===== src/rtl/fetch.sv =====
// Instruction-fetch program counter: N-bit PC that advances by 4 or loads a branch target every cycle.
// The adder, next-PC mux and PC register are separate parameterised sub-blocks.

module fetch_adder #(
  parameter int N = 64
) (
  input  logic [N-1:0] a_i,
  input  logic [N-1:0] b_i,
  output logic [N-1:0] sum_o
);
  // Carry-out is dropped so the sum wraps modulo 2^N.
  assign sum_o = a_i + b_i;
endmodule

module fetch_mux2 #(
  parameter int N = 64
) (
  input  logic         sel_i,
  input  logic [N-1:0] d0_i,
  input  logic [N-1:0] d1_i,
  output logic [N-1:0] y_o
);
  assign y_o = sel_i ? d1_i : d0_i;
endmodule

module fetch_pc_reg #(
  parameter int N = 64
) (
  input  logic         clk,
  input  logic         rst_n,
  input  logic [N-1:0] d_i,
  output logic [N-1:0] q_o
);
  logic [N-1:0] pc_q;

  always_ff @(posedge clk or negedge rst_n) begin
    if (!rst_n) begin
      pc_q <= '0;
    end else begin
      pc_q <= d_i;
    end
  end

  assign q_o = pc_q;
endmodule

module fetch #(
  parameter int N = 64
) (
  input  logic         PCSrc_F,
  input  logic         clk,
  input  logic         reset,
  input  logic [N-1:0] PCBranch_F,
  output logic [N-1:0] imem_addr_F
);
  localparam logic [N-1:0] PcStep = N'(4);

  logic [N-1:0] pc_q;
  logic [N-1:0] pc_plus4;
  logic [N-1:0] pc_d;

  fetch_adder #(.N(N)) u_adder (
    .a_i   (pc_q),
    .b_i   (PcStep),
    .sum_o (pc_plus4)
  );

  fetch_mux2 #(.N(N)) u_mux (
    .sel_i (PCSrc_F),
    .d0_i  (pc_plus4),
    .d1_i  (PCBranch_F),
    .y_o   (pc_d)
  );

  // Branch targets are loaded as-is; no alignment masking.
  fetch_pc_reg #(.N(N)) u_pc_reg (
    .clk   (clk),
    .rst_n (reset),
    .d_i   (pc_d),
    .q_o   (pc_q)
  );

  assign imem_addr_F = pc_q;
endmodule


===== config.mk =====
export PLATFORM = sky130hd
export DESIGN_NAME = fetch
export DESIGN_NICKNAME = d
export VERILOG_FILES = /design/src/rtl/fetch.sv
export SDC_FILE = /design/constraint.sdc
export NUM_CORES = 1
export LEC_CHECK = 0
export ABC_AREA = 1
export BUFFER_PORTS_ARGS = -buffer_cell sky130_fd_sc_hd__buf_2
export CAP_MARGIN = 25
export CORE_MARGIN = 2
export CORE_UTILIZATION = 50
export DETAILED_ROUTE_END_ITERATION = 16
export PLACE_DENSITY = 0.78
export SYNTH_ARGS = -nofsm -noshare
export SYNTH_HDL_FRONTEND = slang
export SYNTH_SLANG_ARGS = --single-unit

===== constraint.sdc =====
create_clock -name clk -period 2.3 [get_ports clk]
set_clock_uncertainty 0.2 [all_clocks]
set_input_delay 0 -clock clk [delete_from_list [all_inputs] [get_ports clk]]
set_output_delay 0 -clock clk [all_outputs]
set_load 0.02 [all_outputs]

==> flow_metrics.tcl <==
set metrics [dict create \
    status "finished clean" \
    grt_overflow 0 \
    multi_input_area_mm2 0.002494 \
    vias 5336 \
    viasPerCell 5.257 \
    nFillCells 712 \
    finalPower_uw 3336 \
    place.gp.congestion 0.9477 \
    cts_buffers 9 \
    layout_commonest_cell "nand2_1" \
    fin_ws_ps 183.2 \
    synth_cells 680 \
    ys_seq_area_share_pct 36.72 \
    root_buffer "clkbuf_8" \
    p_leak_uw 0.003093 \
    drt-total-wl_mm 17.04 \
    synth_area_mm2 0.004362 \
    clockBufferDepth 2 \
    synth.avg_cell_area_um2 6.414 \
    postCtsSetupRepairBufs 0 \
    ff_latch_area_mm2 0.001602 \
    cp-end-kind "async pin" \
    clkSinkCount 64 \
    cts_max_level 3 \
    syn_to_final_growth_pct 43.69 \
    clk_latency_ps 360 \
    post-place-ws_ps 310.2 \
    die_h_um 97.40 \
    hold_path_class "in2reg" \
    critPathTopFamily "buffers and inverters" \
    largest_reg_flops 64 \
    finalSetupViolCount 0 \
    rows 34 \
    grt_usage_pct 36.80 \
    synth_compound_area_share_pct 6.713 \
    cts_tree "done" \
    fin_crit_sh_pct 92.04 \
    grt_max_degree 54 \
    synth_xor_area_share_pct 4.819 \
    ios 131 \
    cp_cell_sequence "dlygate4sd3_1 > dlygate4sd3_1 > buf_2 > dlygate4sd3_1" \
    crit_type "in2async" \
    antenna_found_initial 0 \
    path_clk_slew_ps 80 \
    firstDrtPassIters 5 \
    final_antenna_net_count 0 \
    synthMuxAreaShare_pct 0 \
    grt_pass1_vias 5343 \
    synth_area_leaders "dfrtp_1 37%, nand2_1 24%, nor2_1 9.0%" \
    synthAdderAreaFrac_pct 0.2869 \
    worstPathRequired_ps 2580 \
    finalSetupTns_ps 0 \
    cpMaxStageDelayCell "dlygate4sd3_1" \
    dp_hpwl_mm 11.88 \
    grt_pass1_wl_mm 27.30 \
    final_max_slew_viol_count 0 \
    cp-start-kind "input port" \
    crit_buf_inv 4 \
    cpMostUsedCell "dlygate4sd3_1" \
    initial_utilization_pct 50.76 \
    drc 0 \
    yosysUniqueCellTypes 21 \
    cp_slowest_stage_delay_ps 930 \
    ys_ff_latch 64 \
    drv_cap 0 \
    peakVddDrop_mv 0.4348 \
    drive_gt1_share_pct 20.40 \
    die_w_um 97.40 \
    yosys.area.top_type_share_pct 36.72 \
    dieArea_mm2 0.009487 \
    cellPowerDensity_mw_per_mm2 532.2 \
    synth-simple-area-share_pct 45.35 \
    final_cell_mix "278 x nand2_1, 130 x buf_2, 104 x nor2_1" \
    synth_top_area_cell "dfrtp_1" \
    cts.repair.resized 0 \
    syn-num-nets 748 \
    max_freq_mhz 472.4 \
    cts_hold_buf 88 \
    timing.final.hold_violations 0 \
    core_area_mm2 0.008593 \
    synth_top_family_by_area "simple AND/OR/NAND/NOR gates" \
    wl_per_cell_um 16.79 \
    layout.nets 970 \
    max_slew.worst_pin.slew_ps 476.2 \
    antenna_cells 0 \
    drt_iter0_drc 464 \
    fin_crit_ps 2117 \
    rsz0062_at_grt "no" \
    slew-limit-headroom_pct 68.15 \
    port_buffers 130 \
    crit_arrival_ps 2400 \
    ys_warn_count 0 \
    cp_max_fo 15 \
]
-- path summary, 6_finish.rpt --
kind	end	startpoint	slack, ps	depth (start not counted)
max reg2reg	u_pc_reg.q_o[58]	u_pc_reg.q_o[2]	240	10
min in group asynchronous	u_pc_reg.q_o[62]	reset	480	3
min reg2reg	u_pc_reg.q_o[1]	u_pc_reg.q_o[1]	280	2
max	u_pc_reg.q_o[26]	reset	180	4
max in group clk	u_pc_reg.q_o[58]	u_pc_reg.q_o[2]	240	10
min	u_pc_reg.q_o[1]	PCSrc_F	20	4
-- stage by stage --
stage	area, µm²	utilization [%]	std cells	hold WS, ps
6_report	6267	72.93	1015	15.40
5_1_grt	6267	72.93	1015	38.43
4_1_cts	6267	72.93	1015	0.9026
3_5_place_dp	5156	60.00	911	-164.6
3_3_place_gp	5156	60.00	911	-166.9
2_1_floorplan	4362	-	680	-495.6
-- worst reg2reg max path, stage by stage, from the launching register on --
cell and delay (ps):
dfrtp_1 410, ha_1 310, inv_1 110, nor2_4 160, nand2_4 100, nor2_8 200
nand2_2 100, nor2_1 150, nand2_1 70, nand3_1 90, nand2_1 60
-- per-layer routing --
layer / vias to the layer above / wire length (µm) / share of wire (%) / GRT usage [%]
met4: 0 / 411 / 2.4 / 12.93
li1: 2563 / - / - / -
met3: 42 / 1441 / 8.5 / 6.906
met1: 2440 / 7096 / 42 / 48.48
met2: 291 / 8091 / 47 / 60.80
met5: - / 0 / 0 / 0
-- kinds of logic (layout without fill, tap and decap cells) --
kind of cell / Yosys count / in the layout
adders and majority gates: 1 / 1
buffers and inverters: 70 / 297
xor gates and xnor gates: 24 / 24
AOI/OAI and AO/OA: 51 / 51
and+or+nand+nor: 470 / 470
DFF: 64 / 64
-- synth_stat cells --
cell	n
dfrtp_1	64
o21bai_1	15
nor2_2	9
inv_2	1
clkbuf_1	11
o21ai_0	18
ha_1	1
xor2_1	12
nor2_4	4
xnor2_1	12
buf_2	3
a21oi_1	4
nand2_2	14
nor2_8	2
nand3_1	51
nor2_1	104
nand2_1	278
inv_1	55
nand4_1	6
o21ai_1	14
nand2_4	2
-- cell type report --
cell class / instances / share of cell area, %
Sequential cell: 64 / 25.55
Inverter: 56 / 3.354
Clock buffer: 10 / 2.196
Clock inverter: 6 / 1.477
Tap cell: 108 / 2.156
Multi-Input combinational cell: 546 / 39.79
Timing Repair Buffer: 225 / 25.47
-- where the power goes --
group	total, µW	internal [µW]	switching, µW
combinational	798	336	462
sequential	1390	1230	159
clock	1150	643	508
No activity file was read; power rests on OpenSTA's default activity.
